$ cat src/rtl/vending_controller_n.sv
// Vending machine controller: accumulates coin credit, vends a selected
// product when credit covers its price, and holds the remaining credit as
// change until it is collected. All outputs come straight from flops.
module vending_controller_n #(
  parameter int                         CRED_W     = 8,
  parameter int                         NUM_PROD   = 4,
  parameter int                         SEL_W      = 2,
  parameter logic [NUM_PROD*CRED_W-1:0] PRICES     = {8'd40, 8'd30, 8'd25, 8'd20},
  parameter int                         MAX_CREDIT = 100
) (
  input  logic              clk,
  input  logic              rst,
  input  logic              coin_valid,
  input  logic [CRED_W-1:0] coin_val,
  input  logic              sel_valid,
  input  logic [SEL_W-1:0]  sel_id,
  input  logic              cancel,
  input  logic              change_ack,
  output logic              dispense,
  output logic [SEL_W-1:0]  dispense_id,
  output logic              change_valid,
  output logic [CRED_W-1:0] change_amt,
  output logic              coin_reject,
  output logic              sel_error,
  output logic [CRED_W-1:0] credit,
  output logic [1:0]        current_state
);

  typedef enum logic [1:0] {
    S_IDLE   = 2'b00,
    S_CREDIT = 2'b01,
    S_CHANGE = 2'b10,
    S_VEND   = 2'b11
  } state_t;

  localparam int            NUM_SLOTS = 2 ** SEL_W;
  localparam logic [CRED_W:0] MAX_SUM = (CRED_W + 1)'(MAX_CREDIT);

  state_t            state_q, state_d;
  logic [CRED_W-1:0] credit_q, credit_d;
  logic [CRED_W-1:0] change_amt_q, change_amt_d;
  logic [SEL_W-1:0]  dispense_id_q, dispense_id_d;
  logic              dispense_q, dispense_d;
  logic              change_valid_q, change_valid_d;
  logic              coin_reject_q, coin_reject_d;
  logic              sel_error_q, sel_error_d;

  // Price lookup covering every encodable select value; slots beyond
  // NUM_PROD are flagged unknown so they always produce a selection error.
  logic [CRED_W-1:0]    price_tab [NUM_SLOTS];
  logic [NUM_SLOTS-1:0] sel_known;

  generate
    for (genvar gi = 0; gi < NUM_SLOTS; gi++) begin : g_price
      if (gi < NUM_PROD) begin : g_real
        assign price_tab[gi] = PRICES[gi*CRED_W +: CRED_W];
        assign sel_known[gi] = 1'b1;
      end else begin : g_none
        assign price_tab[gi] = '0;
        assign sel_known[gi] = 1'b0;
      end
    end
  endgenerate

  // Zero-value coins are treated as if no coin arrived at all.
  logic              coin_live;
  logic [CRED_W:0]   coin_sum;
  logic              coin_fits;
  logic              sel_ok;

  assign coin_live = coin_valid && (coin_val != '0);
  assign coin_sum  = {1'b0, credit_q} + {1'b0, coin_val};
  assign coin_fits = (coin_sum <= MAX_SUM);
  assign sel_ok    = sel_known[sel_id] && (credit_q >= price_tab[sel_id]);

  // Next-state and next-output computation; pulses default low every cycle.
  always_comb begin
    state_d        = state_q;
    credit_d       = credit_q;
    change_amt_d   = change_amt_q;
    change_valid_d = change_valid_q;
    dispense_id_d  = '0;
    dispense_d     = 1'b0;
    coin_reject_d  = 1'b0;
    sel_error_d    = 1'b0;

    case (state_q)
      S_IDLE, S_CREDIT: begin
        if (cancel && (state_q == S_CREDIT)) begin
          // Refund wins over everything; a coin in the same cycle goes back.
          state_d        = S_CHANGE;
          change_valid_d = 1'b1;
          change_amt_d   = credit_q;
          coin_reject_d  = coin_live;
        end else if (sel_valid && sel_ok) begin
          // Accepted selection; a coin in the same cycle goes back.
          credit_d      = credit_q - price_tab[sel_id];
          dispense_d    = 1'b1;
          dispense_id_d = sel_id;
          state_d       = S_VEND;
          coin_reject_d = coin_live;
        end else begin
          sel_error_d = sel_valid;
          if (coin_live) begin
            if (coin_fits) begin
              credit_d = coin_sum[CRED_W-1:0];
              state_d  = S_CREDIT;
            end else begin
              coin_reject_d = 1'b1;
            end
          end
        end
      end

      S_VEND: begin
        // Single vend cycle; leftover credit becomes owed change.
        coin_reject_d = coin_live;
        if (credit_q != '0) begin
          state_d        = S_CHANGE;
          change_valid_d = 1'b1;
          change_amt_d   = credit_q;
        end else begin
          state_d = S_IDLE;
        end
      end

      S_CHANGE: begin
        // Hold the change offer until the customer collects it.
        coin_reject_d = coin_live;
        if (change_ack) begin
          credit_d       = '0;
          change_valid_d = 1'b0;
          change_amt_d   = '0;
          state_d        = S_IDLE;
        end
      end

      default: begin
        state_d = S_IDLE;
      end
    endcase
  end

  // State and output registers; reset discards any vend or owed change.
  always_ff @(posedge clk or negedge rst) begin
    if (!rst) begin
      state_q        <= S_IDLE;
      credit_q       <= '0;
      change_amt_q   <= '0;
      change_valid_q <= 1'b0;
      dispense_id_q  <= '0;
      dispense_q     <= 1'b0;
      coin_reject_q  <= 1'b0;
      sel_error_q    <= 1'b0;
    end else begin
      state_q        <= state_d;
      credit_q       <= credit_d;
      change_amt_q   <= change_amt_d;
      change_valid_q <= change_valid_d;
      dispense_id_q  <= dispense_id_d;
      dispense_q     <= dispense_d;
      coin_reject_q  <= coin_reject_d;
      sel_error_q    <= sel_error_d;
    end
  end

  assign dispense      = dispense_q;
  assign dispense_id   = dispense_id_q;
  assign change_valid  = change_valid_q;
  assign change_amt    = change_amt_q;
  assign coin_reject   = coin_reject_q;
  assign sel_error     = sel_error_q;
  assign credit        = credit_q;
  assign current_state = state_q;

endmodule

$ cat config.mk
export PLATFORM = sky130hd
export DESIGN_NAME = vending_controller_n
export DESIGN_NICKNAME = d
export VERILOG_FILES = /design/src/rtl/vending_controller_n.sv
export SDC_FILE = /design/constraint.sdc
export NUM_CORES = 1
export LEC_CHECK = 0
export CORE_ASPECT_RATIO = 0.9
export CORE_MARGIN = 4
export CORE_UTILIZATION = 45
export DETAILED_ROUTE_END_ITERATION = 12
export PLACE_DENSITY = 0.84
export SLEW_MARGIN = 5
export SYNTH_ARGS = -nofsm -noshare
export SYNTH_HDL_FRONTEND = slang
export SYNTH_SLANG_ARGS = --single-unit
$ cat constraint.sdc
create_clock -name clk -period 7.35 [get_ports clk]
set_input_delay 1.47 -clock clk [delete_from_list [all_inputs] [get_ports clk]]
set_output_delay 1.47 -clock clk [all_outputs]
set_load 0.02 [all_outputs]
# --- After elaboration in Yosys (flattened, before gate mapping) ---
# Cells that the tools add are included.
word_totals:
  reg_bits: 24
  in_bits: 16
  wordCells: 78
  output_inout_bits: 24
op_classes:
  add_sub_neg: 2
  n_reduce_logical: 13
  bitwise_logic: 1
  eq_ne: 11
  mux: 39
  order_cmp: 4
op_table:
  columns: ["op", "count"]
  rows:
  - ["8-bit two-way mux", 9]
  - ["8-bit case mux with 3 select lines", 1]
  - ["2-bit two-way mux", 9]
  - ["8-bit binary-select mux with 2-bit select", 1]
  - ["8-bit case mux with 2 select lines", 1]
  - ["8-bit nonzero test", 2]
  - ["1-bit two-way mux", 14]
  - ["8-bit by 8-bit adder with 9-bit output", 1]
  - ["9-bit by 7-bit less-or-equal comparator with 1-bit output (second input constant)", 1]
  - ["8-bit >= comparator", 1]
  - ["2-bit inequality test (second input constant)", 4]
  - ["4-bit inequality test (second input constant)", 2]
  - ["8-bit subtractor", 1]
  - ["3-bit inequality test (second input constant)", 2]
  - ["2-bit case mux with 3 select lines", 1]
  - ["3-bit AND reduction", 2]
  - ["5-bit AND reduction", 1]
  - ["2-bit equality test (second input constant)", 2]
  - ["1-bit logical AND", 4]
  - ["2-bit OR reduction", 2]
  - ["3-bit >= comparator (second input constant)", 1]
  - ["2-bit by 3-bit < comparator with 1-bit output (second input constant)", 1]
  - ["2-bit inverter with 3-bit output", 1]
  - ["1-bit case mux with 3 select lines", 1]
  - ["other kinds (5)", 5]

# --- Depth between registers and ports, before layout ---
logic_depth:
  depth_word: 10
  mapped_depth: 12
  ltp_nobuf: 11

# --- Worst setup path after synthesis ---
# OpenSTA, ideal clock, no wires.
synth_path:
  path_type: "input port to flip-flop"
  start: "input port sel_id[0]"
  end: "register credit_q[2] (netlist: credit[2])"
  stages: 11
  n_path_buf: 1
  setup_time_ns: 0.122
  t_arrival_ns: 3.726
  required_time_ns: 7.228
  slack_ns: 3.503
  cell_sequence: "nor2b_1 ha_1 inv_1 fa_1 a211oi_1 o21bai_1 a21o_1 o21ai_2 clkbuf_1 o21ai_0 a32o_1"
synth_between:
  elab_chain_cells: 10
  word_cells_on_any_way: 16
  classes_between: "add/sub (1); order compare (1); eq/ne (2); mux (8); bitwise (1); reduce/logical (3)"
synth_lines:
  columns: ["element", "line_no", "text"]
  rows:
  - ["from (decl)", "16", "input logic [SEL_W-1:0] sel_id,"]
  - ["2-bit inverter with 3-bit output (implied by the code)", "74, 97", null]
  - ["8-bit binary-select mux with 2-bit select", "74, 97", null]
  - ["8-bit two-way mux (implied by the code) (2 in series)", "74, 97", null]
  - ["8-bit >= comparator", "74", "assign sel_ok = sel_known[sel_id] && (credit_q >= price_tab[sel_id]);"]
  - ["1-bit logical AND", "74", null]
  - ["1-bit logical AND", "95", "end else if (sel_valid && sel_ok) begin"]
  - ["8-bit two-way mux", "95", null]
  - ["8-bit two-way mux", "89", "if (cancel && (state_q == S_CREDIT)) begin"]
  - ["8-bit case mux with 2 select lines", "87", "case (state_q)"]
  - ["to (signal assigned)", "157", "credit_q <= credit_d;"]
  - ["to (decl)", "40", "logic [CRED_W-1:0] credit_q, credit_d;"]
# Parallel ways exist; a longest one is shown, timed or not. The select of a mux whose other input is x is not followed.
# A chain may end at the register's enable or synchronous reset.

# --- Worst setup path in the final report ---
layout_path:
  start: "input port sel_id[0]"
  end: "register credit_q[0] (netlist: credit[0])"
# Same word-level chain as after synthesis.

==> run_results.csv <==
group,metric,value,unit
status,status,"finished clean",
routing,drt_iter0_drc,156,
floorplanning,die-height,66.3,um
global_route,grt_overflow,0,
global_route,grt_pass1_vias,1450,
floorplanning,start_util,0.485,
routing,dr.pass1.iters,4,
power,total_power,848,uW
clocking,cts_hold_buf,0,
synthesis,synth_edf_count,0,
synthesis,ys_seq_area_frac,0.353,
sta,skew,0.00407,ns
worst_setup_path,crit_fanout,15,
sta,rsz0062_at_grt,"false",
synthesis,ys.flop_type,"dfrtp_1",
sta,fin_crit_sh,0.640,
sta,worstMarginPinSlew,1.02,ns
placement,port_buffers,39,
clocking,cts_buffers,3,
routing,via_count,1548,
clocking,cts_resized,0,
synthesis,synth_cells,172,
worst_setup_path,cp_top_family,"compound AO/OA/AOI/OAI gates",
power,cellPowerDensity,388,mW/mm^2
sta,fmax,213,MHz
clocking,clock_latency,0.26,ns
synthesis,synth.distinct_cells,54,
clocking,clock-sinks,24,
worst_setup_path,critical-path-max-stage-delay,0.56,ns
final_layout,n_antenna_cell,0,
placement,pre_cts_slack,2.41,ns
power,p_int,469,uW
power,clock_power_share,0.103,
sta,hold_viol_final,0,
power,power.switching,379,uW
final_layout,nFillCells,291,
final_layout,area_growth,28.7,%
clocking,htree_num_levels,1,
final_layout,most-common-layout-cells,"clkdlybuf4s50_1 (39), dfrtp_1 (24), ha_1 (14)",
final_layout,multi_input_area,0.00106,sq mm
routing,post_drt_wl_per_cell,16.4,um
synthesis,syn_avg_cell_area,9.88,sq um
sta,drv_slew,0,
worst_setup_path,start_kind,"input port",
clocking,tritoncts,"built",
flow_run,cap_violations,0,
final_layout,fin_util,0.624,
sta,setup_tns,0,ns
power,seq_power_share,0.277,
synthesis,ys_async_sr_fraction,1.00,
clocking,clk_pin_slew_worst_paths,0.08,ns
final_layout,drive_above_1_share,0.0660,
worst_setup_path,crit_type,"input port to flop",
worst_setup_path,cp-end-kind,"flop",
power,switching_share,0.446,
floorplanning,fp-row-count,20,
placement,gp_congestion,0.875,
global_route,grt_pass1_wl,6970,um
synthesis,synth_area,0.00170,sq mm
floorplanning,die_x,72.8,um
floorplanning,core_area,0.00350,sq mm
final_layout,regArea,601,sq um
synthesis,synth_nets,204,
floorplanning,ios,40,
routing,ant_nets,0,
worst_setup_path,crit_chain,"clkdlybuf4s50_1 > nor2b_1 > ha_1 > inv_1 > fa_1 > a211oi_1 > o21bai_1 > a21o_1 > o21ai_2 > o31ai_4 > or2_2 > a32o_1",
sta,finalSetupViolations,0,
sta,slew_headroom,0.321,
floorplanning,dieArea,0.00482,sq mm
worst_setup_path,critPathRequiredTime,7.50,ns
final_layout,finalNetCount,245,
routing,drt-vias-per-instance,6.05,
synthesis,ys_seq_elements,24,
routing,routed_wl,4200,um
worst_hold_path,hold_path.class,"flop to flop",
sta,holdWs,0.482,ns
worst_setup_path,cp_slowest_cell,"clkdlybuf4s50_1",
power,combPwrFrac,0.620,
synthesis,yosys_warnings,0,
sta,setup_ws,2.65,ns
power,leakage,0.000948,uW
global_route,antenna_found_initial,0,
placement,hpwl,3350,um
global_route,track_usage,0.184,
worst_setup_path,crit_arrival,4.86,ns
worst_setup_path,path_buf_inv,2,
clocking,cts_setup_buffers,0,
final_layout,layout_commonest_cell,"clkdlybuf4s50_1",
power,vdd.ir_drop.worst,0.161,mV
sta,min_period,4.70,ns
clocking,root_buffer,"clkbuf_8",
clocking,clk_path_buf_depth,2,
global_route,grt_max_degree,25,
routing,drc,0,
==> power groups by stage <==
stage	logic, uW	registers [uW]	clock network (uW)
5_1_grt	575	243	97.1
3_5_place_dp	523	237	0
6_report	526	235	87.7
3_3_place_gp	514	235	0
2_1_floorplan	305	276	0
4_1_cts	525	234	87.9
==> cell families after synthesis <==
group,count (synthesis),synth area share
multiplexers,1,0.00589
flip-flops,24,0.353
AO/OA/AOI/OAI,67,0.311
AND/OR/NAND/NOR,52,0.166
XOR/XNOR,3,0.0155
adder cells (fa/ha/maj),16,0.127
buffers and inverters,9,0.0206
==> sequential cells by signal, indices dropped and copies added (netlist names) <==
signal / flops
change_amt: 8
credit: 8
current_state: 2
dispense_id: 2
change_valid: 1
coin_reject: 1
dispense: 1
sel_error: 1
==> path summary, 6_finish.rpt <==
kind	to	cells past startpoint	slack [ns]	startpoint
hold / removal	change_valid$_DFFE_PN0P_	1	0.48	change_valid$_DFFE_PN0P_
min in group asynchronous	change_amt[2]$_DFFE_PN0P_	1	1.76	rst
setup / recovery	credit[0]$_DFFE_PN0P_	12	2.65	sel_id[0]
max in group asynchronous	current_state[1]$_DFFE_PN0P_	1	4.98	rst
setup reg to reg	credit[0]$_DFFE_PN0P_	11	4.05	credit[0]$_DFFE_PN0P_
hold reg to reg	change_valid$_DFFE_PN0P_	1	0.48	change_valid$_DFFE_PN0P_
==> cells in the mapped netlist, types with 2 or more instances <==
cell type / count / share of area
a211oi_1: 2 / 0.0088
a21o_1: 7 / 0.031
a21oi_1: 11 / 0.032
a22o_1: 8 / 0.041
a31oi_1: 2 / 0.0074
a32o_1: 2 / 0.012
and2_1: 2 / 0.0074
clkbuf_1: 2 / 0.0044
dfrtp_1: 24 / 0.35
fa_1: 2 / 0.024
ha_1: 14 / 0.10
inv_1: 6 / 0.013
nand2_1: 8 / 0.018
nand2b_1: 3 / 0.011
nand3_1: 4 / 0.012
nor2_1: 12 / 0.027
nor2b_1: 3 / 0.011
nor3_1: 5 / 0.015
nor4_1: 3 / 0.011
o211ai_1: 2 / 0.0088
o21a_1: 3 / 0.013
o21ai_0: 10 / 0.029
o2bb2ai_1: 4 / 0.021
or4_1: 2 / 0.0088
xor2_1: 2 / 0.010
==> layout make-up <==
type                    instances  share of cell area
well taps                      44              0.0252
flip-flops and latches         24               0.275
clock buffers                   4              0.0252
inverters                       6              0.0103
multi-input cells             139               0.486
repair buffers                 39               0.178
==> per-layer routing <==
| layer | routed length, um | track usage |
|---|---|---|
| met1 | 2010 | 0.265 |
| met2 | 1870 | 0.295 |
| met3 | 274 | 0.00760 |
| met4 | 50 | 0.0645 |
| met5 | 0 | 0 |
==> stage by stage <==
step / cells / cell area, sq um
floorplan: 172 / 1700
global placement: 252 / 2130
detailed placement: 252 / 2130
CTS: 256 / 2190
global route: 256 / 2190
finish: 256 / 2190
No activity file was read; power rests on OpenSTA's default activity.
